`src/rtl/audio_pkg.sv`:
```
// Shared constants and types for the audio slot scheduler.
package audio_pkg;

    localparam int unsigned NSRC  = 4;
    localparam int unsigned SRC_W = 2;
    localparam int unsigned WW    = 4;
    localparam int unsigned MIX_W = 8;

    localparam logic [WW-1:0] WDEF = 4'd1;

    typedef enum logic [SRC_W-1:0] {
        SRC_SPK  = 2'd0,
        SRC_DRUM = 2'd1,
        SRC_AB   = 2'd2,
        SRC_C    = 2'd3
    } src_e;

    typedef logic [NSRC-1:0][WW-1:0] weights_t;

    typedef struct packed {
        logic [MIX_W-1:0] l;
        logic [MIX_W-1:0] r;
    } mix_t;

endpackage

```
`src/rtl/audio_next_src.sv`:
```
// Priority search: first source above i_cur with a nonzero weight, else the lowest
// nonzero source overall (o_wrap_c set). o_none_c flags an all-zero weight set.
module audio_next_src
    import audio_pkg::*;
(
    input  logic [NSRC-1:0][WW-1:0] i_wgt,
    input  logic [SRC_W-1:0]        i_cur,
    output logic [SRC_W-1:0]        o_next_c,
    output logic                    o_wrap_c,
    output logic                    o_none_c
);

    always_comb begin
        o_next_c = '0;
        o_wrap_c = 1'b1;
        o_none_c = 1'b1;
        // Descending scans so the lowest qualifying index is written last.
        for (int i = int'(NSRC) - 1; i >= 0; i--) begin
            if (i_wgt[SRC_W'(i)] != '0) begin
                o_none_c = 1'b0;
                o_next_c = SRC_W'(i);
            end
        end
        for (int i = int'(NSRC) - 1; i >= 0; i--) begin
            if ((i > int'(i_cur)) && (i_wgt[SRC_W'(i)] != '0)) begin
                o_wrap_c = 1'b0;
                o_next_c = SRC_W'(i);
            end
        end
    end

endmodule

```
`src/rtl/audio_slot_scheduler.sv`:
```
// Weighted time-slot scheduler feeding the shared L/R audio DACs. Shadow weights
// are written through the config port and become active at each frame end.
module audio_slot_scheduler #(
    parameter logic [3:0] WDEF = audio_pkg::WDEF
) (
    input  logic       clock,
    input  logic       reset,
    input  logic       speaker,
    input  logic [7:0] specdrum,
    input  logic [7:0] a,
    input  logic [7:0] b,
    input  logic [7:0] c,
    input  logic       cfgWe,
    input  logic [1:0] cfgA,
    input  logic [7:0] cfgD,
    output logic [7:0] cfgQ,
    output logic [7:0] lmix,
    output logic [7:0] rmix,
    output logic       frame
);

    import audio_pkg::*;

    weights_t         r_act;
    weights_t         r_sh;
    logic [SRC_W-1:0] r_cur;
    logic [WW-1:0]    r_cnt;
    logic [MIX_W-1:0] r_lmix;
    logic [MIX_W-1:0] r_rmix;
    logic             r_frame;

    logic [SRC_W-1:0] w_adv_next;
    logic             w_adv_wrap;
    logic             w_idle;
    logic [SRC_W-1:0] w_first;
    logic             w_slot_more;
    mix_t             w_mix;
    logic             w_unused_first_wrap;
    logic             w_unused_first_none;
    logic             w_unused_cfg;

    audio_next_src u_adv (
        .i_wgt    (r_act),
        .i_cur    (r_cur),
        .o_next_c (w_adv_next),
        .o_wrap_c (w_adv_wrap),
        .o_none_c (w_idle)
    );

    // Searching above the last index always wraps, yielding the lowest nonzero shadow weight.
    audio_next_src u_first (
        .i_wgt    (r_sh),
        .i_cur    (SRC_W'(NSRC - 1)),
        .o_next_c (w_first),
        .o_wrap_c (w_unused_first_wrap),
        .o_none_c (w_unused_first_none)
    );

    assign w_slot_more  = (5'(r_cnt) + 5'd1) < 5'(r_act[r_cur]);
    assign w_unused_cfg = ^cfgD[MIX_W-1:WW];

    always_comb begin
        w_mix = '0;
        case (src_e'(r_cur))
            SRC_SPK: begin
                w_mix.l = {1'b0, {7{speaker}}};
                w_mix.r = {1'b0, {7{speaker}}};
            end
            SRC_DRUM: begin
                w_mix.l = specdrum;
                w_mix.r = specdrum;
            end
            SRC_AB: begin
                w_mix.l = a;
                w_mix.r = b;
            end
            SRC_C: begin
                w_mix.l = c;
                w_mix.r = c;
            end
            default: ;
        endcase
    end

    always_ff @(posedge clock) begin
        if (reset) begin
            r_act   <= {NSRC{WDEF}};
            r_sh    <= {NSRC{WDEF}};
            r_cur   <= '0;
            r_cnt   <= '0;
            r_lmix  <= '0;
            r_rmix  <= '0;
            r_frame <= 1'b0;
        end else begin
            r_frame <= 1'b0;
            if (cfgWe) begin
                r_sh[cfgA] <= cfgD[WW-1:0];
            end
            if (w_idle) begin
                // Nothing active: silence and retry the commit every clock.
                r_act   <= r_sh;
                r_frame <= 1'b1;
                r_cur   <= w_first;
                r_cnt   <= '0;
                r_lmix  <= '0;
                r_rmix  <= '0;
            end else begin
                r_lmix <= w_mix.l;
                r_rmix <= w_mix.r;
                if (w_slot_more) begin
                    r_cnt <= r_cnt + 4'd1;
                end else begin
                    r_cnt <= '0;
                    if (w_adv_wrap) begin
                        r_act   <= r_sh;
                        r_frame <= 1'b1;
                        r_cur   <= w_first;
                    end else begin
                        r_cur <= w_adv_next;
                    end
                end
            end
        end
    end

    assign cfgQ  = {{(MIX_W - WW){1'b0}}, r_sh[cfgA]};
    assign lmix  = r_lmix;
    assign rmix  = r_rmix;
    assign frame = r_frame;

endmodule
```
`config.mk`:
```
export PLATFORM = sky130hd
export DESIGN_NAME = audio_slot_scheduler
export DESIGN_NICKNAME = d
export VERILOG_FILES = /design/src/rtl/audio_pkg.sv /design/src/rtl/audio_next_src.sv /design/src/rtl/audio_slot_scheduler.sv
export SDC_FILE = /design/constraint.sdc
export NUM_CORES = 1
export LEC_CHECK = 0
export ABC_AREA = 1
export CAP_MARGIN = 0
export CORE_ASPECT_RATIO = 0.9
export CORE_MARGIN = 8
export CORE_UTILIZATION = 42
export DETAILED_ROUTE_END_ITERATION = 16
export GPL_TIMING_DRIVEN = 0
export HOLD_SLACK_MARGIN = 0.12
export PLACE_DENSITY = 0.79
export SLEW_MARGIN = 10
export SYNTH_ARGS = -nofsm -noshare
export SYNTH_HDL_FRONTEND = slang
export SYNTH_SLANG_ARGS = --single-unit
```
`constraint.sdc`:
```
create_clock -name clock -period 2.5 [get_ports clock]
set_input_delay 0.5 -clock clock [delete_from_list [all_inputs] [get_ports clock]]
set_output_delay 0.5 -clock clock [all_outputs]
set_load 0.005 [all_outputs]
```
After elaboration in Yosys (flattened, before gate mapping)
Cells that the tools add are included.
{"block": "word_totals", "regBits": 55, "in_bits": 46, "output_inout_bits": 25, "wordCells": 57}
{"block": "op_classes", "n_addsub": 2, "magnitude_cmp": 5, "eq_ne": 5, "muxes": 21, "bitwise_logic": 1, "n_reduce_logical": 10}
{"operator": "16-bit one-hot mux with 4 select lines", "n": 1}
{"operator": "16-bit two-way mux", "n": 3}
{"operator": "4-bit binary-select mux with 2-bit select", "n": 2}
{"operator": "16-bit bitwise mux", "n": 1}
{"operator": "4-bit nonzero test", "n": 4}
{"operator": "4-bit two-way mux", "n": 3}
{"operator": "2-bit two-way mux", "n": 5}
{"operator": "4-bit demux with 2-bit select", "n": 1}
{"operator": "2-bit by 3-bit < comparator with 1-bit output (second input constant)", "n": 2}
{"operator": "4-bit by 1-bit adder with 5-bit output (second input constant)", "n": 1}
{"operator": "5-bit by 4-bit < comparator with 1-bit output", "n": 1}
{"operator": "1-bit two-way mux", "n": 5}
{"operator": "4-bit by 1-bit adder with 4-bit output (second input constant)", "n": 1}
{"operator": "2-bit equality test (second input constant)", "n": 2}
{"operator": "2-bit by 1-bit inequality test with 1-bit output (second input constant)", "n": 2}
{"operator": "3-bit OR reduction", "n": 1}
{"operator": "2-bit by 1-bit equality test with 1-bit output (second input constant)", "n": 1}
{"operator": "2-bit by 1-bit greater-or-equal comparator with 1-bit output (second input constant)", "n": 1}
{"operator": "1-bit by 2-bit > comparator with 1-bit output (first input constant)", "n": 1}
{"operator": "1-bit logical AND", "n": 2}
{"operator": "2-bit logical NOT", "n": 1}
{"operator": "2-bit AND reduction", "n": 1}
{"operator": "2-bit OR reduction", "n": 1}
{"operator": "1-bit NOT", "n": 1}

Longest topological paths before layout
Gate-level depths: netlist (run 1).
{"block": "depth", "word_depth": 6, "mapped_depth": 13, "mapped_depth_nobuf": 11}

Cells and area by module
From an unflattened synthesis (run 1), not the netlist that was laid out.
{"block": "hier_totals", "cells_unflattened": 353, "area_unflattened_um2": 2598.7}
{"mod": "audio_slot_scheduler", "n_inst": 1, "cells_each": 329, "area_each_um2": 2493.6, "seq_area_each_um2": 1101.1}
{"mod": "audio_next_src", "n_inst": 2, "cells_each": 12, "area_each_um2": 52.6, "seq_area_each_um2": 0.0}

Worst setup path before layout (run 1)
No wires, ideal clock.
{"block": "synth_path", "path_kind": "reg-to-reg", "from": "register r_cur[0]", "to": "register r_act[1] (netlist bit)", "setup_ps": 115, "t_arrival_ps": 1749, "t_required_ps": 2385, "path_slack_ps": 636, "stages_incl_launch_ff": 13, "n_path_buf": 3, "synth_period_minus_slack_ps": 1864, "cell_sequence": "dfxtp_1 buf_4 clkbuf_1 nand2_1 o21ai_0 ha_1 nand2_1 nand3_1 nor2_2 nand2_4 buf_6 a21oi_1 nor2_1"}
{"block": "synth_via", "elab_chain_len": 5, "word_cells_on_any_way": 8, "cone_classes": "order compare (2); eq/ne (2); mux (2); reduce/logical (2)"}
{"element": "from (decl)", "line": "audio_slot_scheduler.sv:26", "rtl": "logic [SRC_W-1:0] r_cur;"}
{"element": "from (signal assigned)", "line": "audio_slot_scheduler.sv:103", "rtl": "r_cur <= w_first;"}
{"element": "from (signal assigned)", "line": "audio_slot_scheduler.sv:117", "rtl": "r_cur <= w_first;"}
{"element": "from (signal assigned)", "line": "audio_slot_scheduler.sv:119", "rtl": "r_cur <= w_adv_next;"}
{"element": "4-bit binary-select mux with 2-bit select", "line": "audio_slot_scheduler.sv:59", "rtl": "assign w_slot_more = (5'(r_cnt) + 5'd1) < 5'(r_act[r_cur]);"}
{"element": "4-bit two-way mux (implied by the code)", "line": "audio_slot_scheduler.sv:59"}
{"element": "5-bit by 4-bit < comparator with 1-bit output", "line": "audio_slot_scheduler.sv:59"}
{"element": "2-bit by 1-bit inequality test with 1-bit output (no source line)"}
{"element": "2-bit AND reduction (no source line) *"}
{"element": "to (signal assigned)", "line": "audio_slot_scheduler.sv:87", "rtl": "r_act <= {NSRC{WDEF}};"}
{"element": "to (signal assigned)", "line": "audio_slot_scheduler.sv:101", "rtl": "r_act <= r_sh;"}
{"element": "to (signal assigned)", "line": "audio_slot_scheduler.sv:115", "rtl": "r_act <= r_sh;"}
{"element": "to (decl)", "line": "audio_slot_scheduler.sv:24", "rtl": "weights_t r_act;"}
Mark *: on every way between the ends. The rest lies on a longest branch, timed or not. The select of a mux whose other input is x is not followed.
A chain may end at the register's enable or synchronous reset.

Worst setup path after layout (run 1)
{"block": "layout_path", "from": "input port cfgA[1]", "to": "output port cfgQ[0]"}
{"block": "layout_via", "elab_chain_len": 2}
{"element": "from (decl)", "line": "audio_slot_scheduler.sv:14", "rtl": "input logic [1:0] cfgA,"}
{"element": "4-bit binary-select mux with 2-bit select", "line": "audio_slot_scheduler.sv:126", "rtl": "assign cfgQ = {{(MIX_W - WW){1'b0}}, r_sh[cfgA]};"}
{"element": "4-bit two-way mux (implied by the code)", "line": "audio_slot_scheduler.sv:126"}
{"element": "to (decl)", "line": "audio_slot_scheduler.sv:16", "rtl": "output logic [7:0] cfgQ,"}
Every way passes these cells. The select of a mux whose other input is x is not followed.

==> impl_metrics.tcl, run 1 <==
set metrics [dict create \
    outcome "completed" \
    seqPwrFrac 0.316 \
    fmax_ghz 0.434 \
    synthXorXnorAreaFrac 0.0102 \
    synth_top_family_by_area "simple AND/OR/NAND/NOR gates" \
    synth_compound_area_frac 0.150 \
    rsz0062_at_grt "false" \
    crit_type "primary input to primary output" \
    slew_violations 0 \
    initialDrtViolationCount 139 \
    synth-simple-area-share 0.215 \
    crit_path_start_kind "primary input" \
    ios 71 \
    p_clk_frac 0.271 \
    yosysTopAreaCell "dfxtp_1" \
    via_count 1565 \
    start_util 0.430 \
    dieArea_um2 6390 \
    drive_gt1_frac 0.129 \
    p_sw_frac 0.335 \
    synthArstFlopShare 0 \
    ys_warn_count 0 \
    setup_viol 0 \
    ys_top_cells_by_area "dfxtp_1 44%, nand3_1 7.6%, inv_1 6.3%" \
    placed_area_um2 2170 \
    num_rows 22 \
    ys.flop_type "dfxtp_1" \
    power_frac_comb 0.413 \
    timing.rr.start "r_cur[0]" \
    hold_depth 2 \
    syn-cell-area_um2 1720 \
    grt_pass1_wl_um 6750 \
    synthMuxAreaShare 0.00584 \
    timing.final.hold_violations 0 \
    ys_ff_latch 38 \
    detail_route.wl_per_cell_um 12.4 \
    gr-total-overflow 0 \
    synth_cell_types 28 \
    diodes 0 \
    final_cell_area_um2 2330 \
    holdCritPathClass "register to register" \
    fin_skew_ns 0.00810 \
    p_int_mw 1.58 \
    ant_nets 0 \
    r2r_end "r_act[2]" \
    postSynthAreaPerCell_um2 7.76 \
    powerDensity_nw_per_um2 1020 \
    worst_hold_slack_ns 0.455 \
    rr_worst_depth 12 \
    area_growth_pct 35.8 \
    wl_um 3970 \
    cts.sinks 38 \
    die_h_um 76.6 \
    cp.arrival_ns 1.80 \
    grt_pass1_vias 1485 \
    synth_edf_count 0 \
    clkTransAtPathRegs_ns 0.08 \
    antenna_found_initial 0 \
    fin_crit_ns 2.30 \
    h-tree-depth 2 \
    synthCells 221 \
    final_util 0.584 \
    grt_max_degree 13 \
    finalCritPeriodShare 0.921 \
    drtPass1Iterations 4 \
    drc 0 \
    port-buffer-count 38 \
    cts_made_buffers 5 \
    cts_max_path_buffers 2 \
    die_w_um 83.4 \
    power.leakage_nw 1.04 \
    crit_path_max_fanout 5 \
    end_kind "primary output" \
    switchingPower_mw 0.799 \
    max-cap-violations 0 \
    place_congestion 0.804 \
    r2r_setup_slack_ns 0.34 \
    via_per_inst 4.91 \
    whs_endpoint "r_sh[14]" \
    hold_start "r_sh[14]" \
    tns_ns 0 \
    yosysMostFrequentCell "dfxtp_1" \
    placedCellCount 310 \
    track_usage 0.125 \
    clockRootBuffer "clkbuf_8" \
    cp.required_ns 2.00 \
    clk_latency_ns 0.29 \
    fillers 333 \
    num-nets-final 320 \
    vdd_drop_max_mv 0.399 \
    cts_tree "done" \
    yosys.area.top_type_share 0.443 \
    ys_seq_area_frac 0.443 \
    finalNonFillerCells 319 \
    synth_adder_area_share 0.0292 \
    synth.top_cells.by_count "38 x dfxtp_1, 29 x inv_1, 28 x nand2_1" \
    dp_hpwl_um 2910 \
    core_area_um2 3990 \
]
critical path: stages:
cell and delay, ns:
dlygate4sd2_1 0.34, nand2_1 0.18, o221ai_1 0.24, clkdlybuf4s50_1 0.54
stage by stage:
stage / total power [mW] / setup slack (ns)
6_report: 2.38 / 0.197
3_3_place_gp: 1.72 / -0.114
4_1_cts: 2.40 / 0.218
3_5_place_dp: 1.74 / -0.139
5_1_grt: 2.55 / 0.111
2_1_floorplan: 1.45 / 0.636
cell type report:
type,instances,area (um2),share of cell area
clock inverters,2,60.1,0.0258
plain buffers,19,133,0.0569
inverters,30,115,0.0494
well taps,48,60.1,0.0258
multi-input cells,137,733,0.315
clock buffers,6,82.6,0.0354
flip-flops and latches,38,761,0.327
repair buffers,39,385,0.165
placed cells by master, fill, tap and decap left out, types with 4 or more instances in the layout:
| cell type | netlist | routed |
|---|---|---|
| a21oi_1 | 19 | 19 |
| o21ai_0 | 15 | 15 |
| inv_1 | 29 | 29 |
| clkbuf_8 | 0 | 6 |
| a22oi_1 | 4 | 4 |
| conb_1 | 1 | 4 |
| o221ai_1 | 4 | 4 |
| nor2_1 | 19 | 17 |
| nand3_1 | 26 | 26 |
| dfxtp_1 | 38 | 38 |
| clkdlybuf4s50_1 | 0 | 36 |
| buf_4 | 14 | 15 |
| nand2_1 | 28 | 28 |
| ha_1 | 4 | 4 |
how the worst max path moves through the flow:
stage,cells after the start,startpoint,end,slack [ns]
after floorplan,12,r_cur[0],r_act[1],0.64
after global placement,6,cfgA[0],cfgQ[2],-0.11
after detailed placement,6,cfgA[0],cfgQ[2],-0.14
after CTS,5,cfgA[0],cfgQ[3],0.22
after global routing,12,r_cur[0],r_act[2],0.11
final,4,cfgA[1],cfgQ[0],0.20
routing by layer:
layer	vias to the layer above	part of all wire	track usage
met5	-	0	0
met1	710	0.45	0.155
met2	46	0.45	0.191
li1	805	-	-
met4	0	0.014	0.0509
met3	4	0.086	0.0470
state kept, by name, indices dropped and copies added (netlist names):
register  flops
frame         1
lmix          8
r_act         8
r_cnt         4
r_cur         1
r_sh         16
power groups by stage:
stage | sequential [mW] | clock (mW) | combinational (mW)
floorplan | 0.762 | 0 | 0.684
global placement | 0.762 | 0 | 0.960
detailed placement | 0.766 | 0 | 0.977
CTS | 0.754 | 0.653 | 0.989
global route | 0.769 | 0.682 | 1.10
finish | 0.753 | 0.644 | 0.984
kinds of logic (layout without fill, tap and decap cells):
family | Yosys count | after routing
flip-flops | 38 | 38
buffers and inverters | 49 | 96
AO/OA/AOI/OAI | 45 | 45
AND/OR/NAND/NOR | 81 | 81
other | 1 | 4
XOR/XNOR | 2 | 2
adder cells (fa/ha/maj) | 4 | 4
multiplexers | 1 | 1
timing repair:
action	CTS	global route
gates resized for setup	6	0
setup buffers	1	0
hold buffers	0	0
setup endpoints to repair	4	0
No activity file was read; power rests on OpenSTA's default activity.
==> run 2, diff against run 1 <==
--- a/config.mk
+++ b/config.mk
@@ -6,6 +6,7 @@
 export NUM_CORES = 1
 export LEC_CHECK = 0
 export ABC_AREA = 1
+export ABC_CLOCK_PERIOD_IN_PS = 2500
 export CAP_MARGIN = 0
 export CORE_ASPECT_RATIO = 0.9
 export CORE_MARGIN = 8
@@ -13,7 +14,7 @@
 export DETAILED_ROUTE_END_ITERATION = 16
 export GPL_TIMING_DRIVEN = 0
 export HOLD_SLACK_MARGIN = 0.12
-export PLACE_DENSITY = 0.79
+export PLACE_DENSITY = 0.84
 export SLEW_MARGIN = 10
 export SYNTH_ARGS = -nofsm -noshare
 export SYNTH_HDL_FRONTEND = slang
==> run 2 against run 1 <==
Worst hold slack got worse by 0.0022 ns. Die area unchanged. Non-clock buffer count increased by 1. Clock power decreased by 17%. Maximum frequency increased by 0.30%. Design area decreased by 0.97%. Global-route usage about the same. Critical path depth increased by 2. Utilization decreased by 0.56 points. Sequential share of layout area increased by 0.32 points. Setup slack improved by 0.0069 ns. Final cell count unchanged. Largest cell class unchanged. Highest routed layer unchanged.
==> impl_metrics.tcl, run 2 (synthesis results as in run 1) <==
set metrics [dict create \
    via_count 1596 \
    area_growth_pct 34.5 \
    fin_skew_ns 0.00690 \
    slew_violations 0 \
    p_int_mw 1.48 \
    grt_max_degree 12 \
    drc 0 \
    largest-register "r_sh" \
    power_frac_comb 0.432 \
    die_w_um 83.4 \
    largest_reg_flops 16 \
    cp.arrival_ns 1.80 \
    grt_pass1_wl_um 6740 \
    drive_gt1_frac 0.129 \
    detail_route.wl_per_cell_um 12.3 \
    max-cap-violations 0 \
    final_cell_mix "38 x dfxtp_1, 36 x clkdlybuf4s50_1, 29 x inv_1, 28 x nand2_1, 26 x nand3_1" \
    grt_pass1_vias 1528 \
    track_usage 0.126 \
    fin_crit_ns 2.30 \
    finalCritPeriodShare 0.919 \
    die_h_um 76.6 \
    via_per_inst 5.00 \
    holdBufCountCts 0 \
    vdd_drop_max_mv 0.390 \
    place_congestion 0.771 \
    crit_type "primary input to primary output" \
    cts.sinks 38 \
    path_cells "dlygate4sd2_1, inv_1, nor2_4, a22oi_1, o221ai_1, clkdlybuf4s50_1" \
    crit_path_start_kind "primary input" \
    core_area_um2 3990 \
    seqPwrFrac 0.332 \
    cp.required_ns 2.00 \
    antenna_found_initial 0 \
    cts_tree "done" \
    clkTransAtPathRegs_ns 0.07 \
    power.leakage_nw 1.03 \
    num_rows 22 \
    p_sw_frac 0.348 \
    drtPass1Iterations 4 \
    diodes 0 \
    wl_um 3930 \
    ios 71 \
    cp_slowest_stage_delay_ns 0.54 \
    busiest_layer "met2" \
    holdCritPathClass "register to register" \
    cts_max_path_buffers 2 \
    setup_viol 0 \
    dieArea_um2 6390 \
    fmax_ghz 0.435 \
    rsz0062_at_grt "false" \
    met2_usage 0.198 \
    final_cell_area_um2 2310 \
    port-buffer-count 38 \
    p_clk_frac 0.236 \
    final_util 0.578 \
    use_met1 0.148 \
    outcome "completed" \
    timing.final.hold_violations 0 \
    switchingPower_mw 0.789 \
    powerDensity_nw_per_um2 982 \
    cts_made_buffers 5 \
    power.total_mw 2.27 \
    gr-total-overflow 0 \
    h-tree-depth 2 \
    initialDrtViolationCount 121 \
    slowest_stage "clkdlybuf4s50_1" \
    num-nets-final 321 \
    start_util 0.430 \
    place_ws_ns -0.175 \
    grt_use_met3 0.0417 \
    placed_area_um2 2170 \
    clk_latency_ns 0.29 \
    layout_commonest_cell "dfxtp_1" \
    clockRootBuffer "clkbuf_8" \
    dp_hpwl_um 2940 \
    ant_nets 0 \
    crit_path_max_fanout 6 \
    end_kind "primary output" \
    setup_slack_ns 0.204 \
]
-- run 2: final cells by class --
type | count | area (um2)
Fill cell | 366 | 1680
Sequential cell | 38 | 761
Multi-Input combinational cell | 137 | 733
Timing Repair Buffer | 40 | 393
Buffer | 19 | 133
Inverter | 30 | 115
Clock buffer | 6 | 82.6
Tap cell | 48 | 60.1
Clock inverter | 1 | 30.0
-- run 2: power groups by stage --
stage               Sequential [mW]  Clock (mW)  Combinational, mW
finish                        0.752       0.535              0.979
floorplan                     0.762           0              0.684
global placement              0.762           0              0.952
detailed placement            0.765           0              0.977
CTS                           0.753       0.541              0.987
global route                  0.767       0.574               1.11
-- run 2: per-stage QoR --
step	hold WS [ns]	setup TNS (ns)	cells
2_1_floorplan	0.429	0	224
3_3_place_gp	0.441	-0.435	310
3_5_place_dp	0.444	-0.640	310
4_1_cts	0.456	0	319
5_1_grt	0.486	0	319
6_report	0.453	0	319
-- run 2: path summary, 6_finish.rpt --
path / startpoint / end / slack, ns / cells after the start
worst max-delay path: cfgA[0] / cfgQ[2] / 0.20 / 6
worst min-delay path: r_sh[13] / r_sh[13] / 0.45 / 2
worst max register to register: r_cur[0] / r_act[2] / 0.35 / 12
worst min register to register: r_sh[13] / r_sh[13] / 0.45 / 2
-- run 2: layer usage --
metal | share of wire | routed length (um) | vias up
met4 | 0.023 | 89 | 0
met2 | 0.44 | 1740 | 61
met3 | 0.079 | 312 | 10
met5 | 0 | 0 | -
met1 | 0.46 | 1790 | 713
li1 | - | - | 812
-- run 2: worst max-delay path: cells and delay by family --
family	cells	cell delay [ns]
AOI/OAI and AO/OA	2	0.19
and+or+nand+nor	1	0.18
buffers and inverters	3	0.93
-- run 2: repair_timing --
| action | 4_1_cts | 5_1_grt |
|---|---|---|
| buffers inserted | 2 | 0 |
| resized for setup | 6 | 0 |
| endpoints found under the setup margin | 4 | 0 |
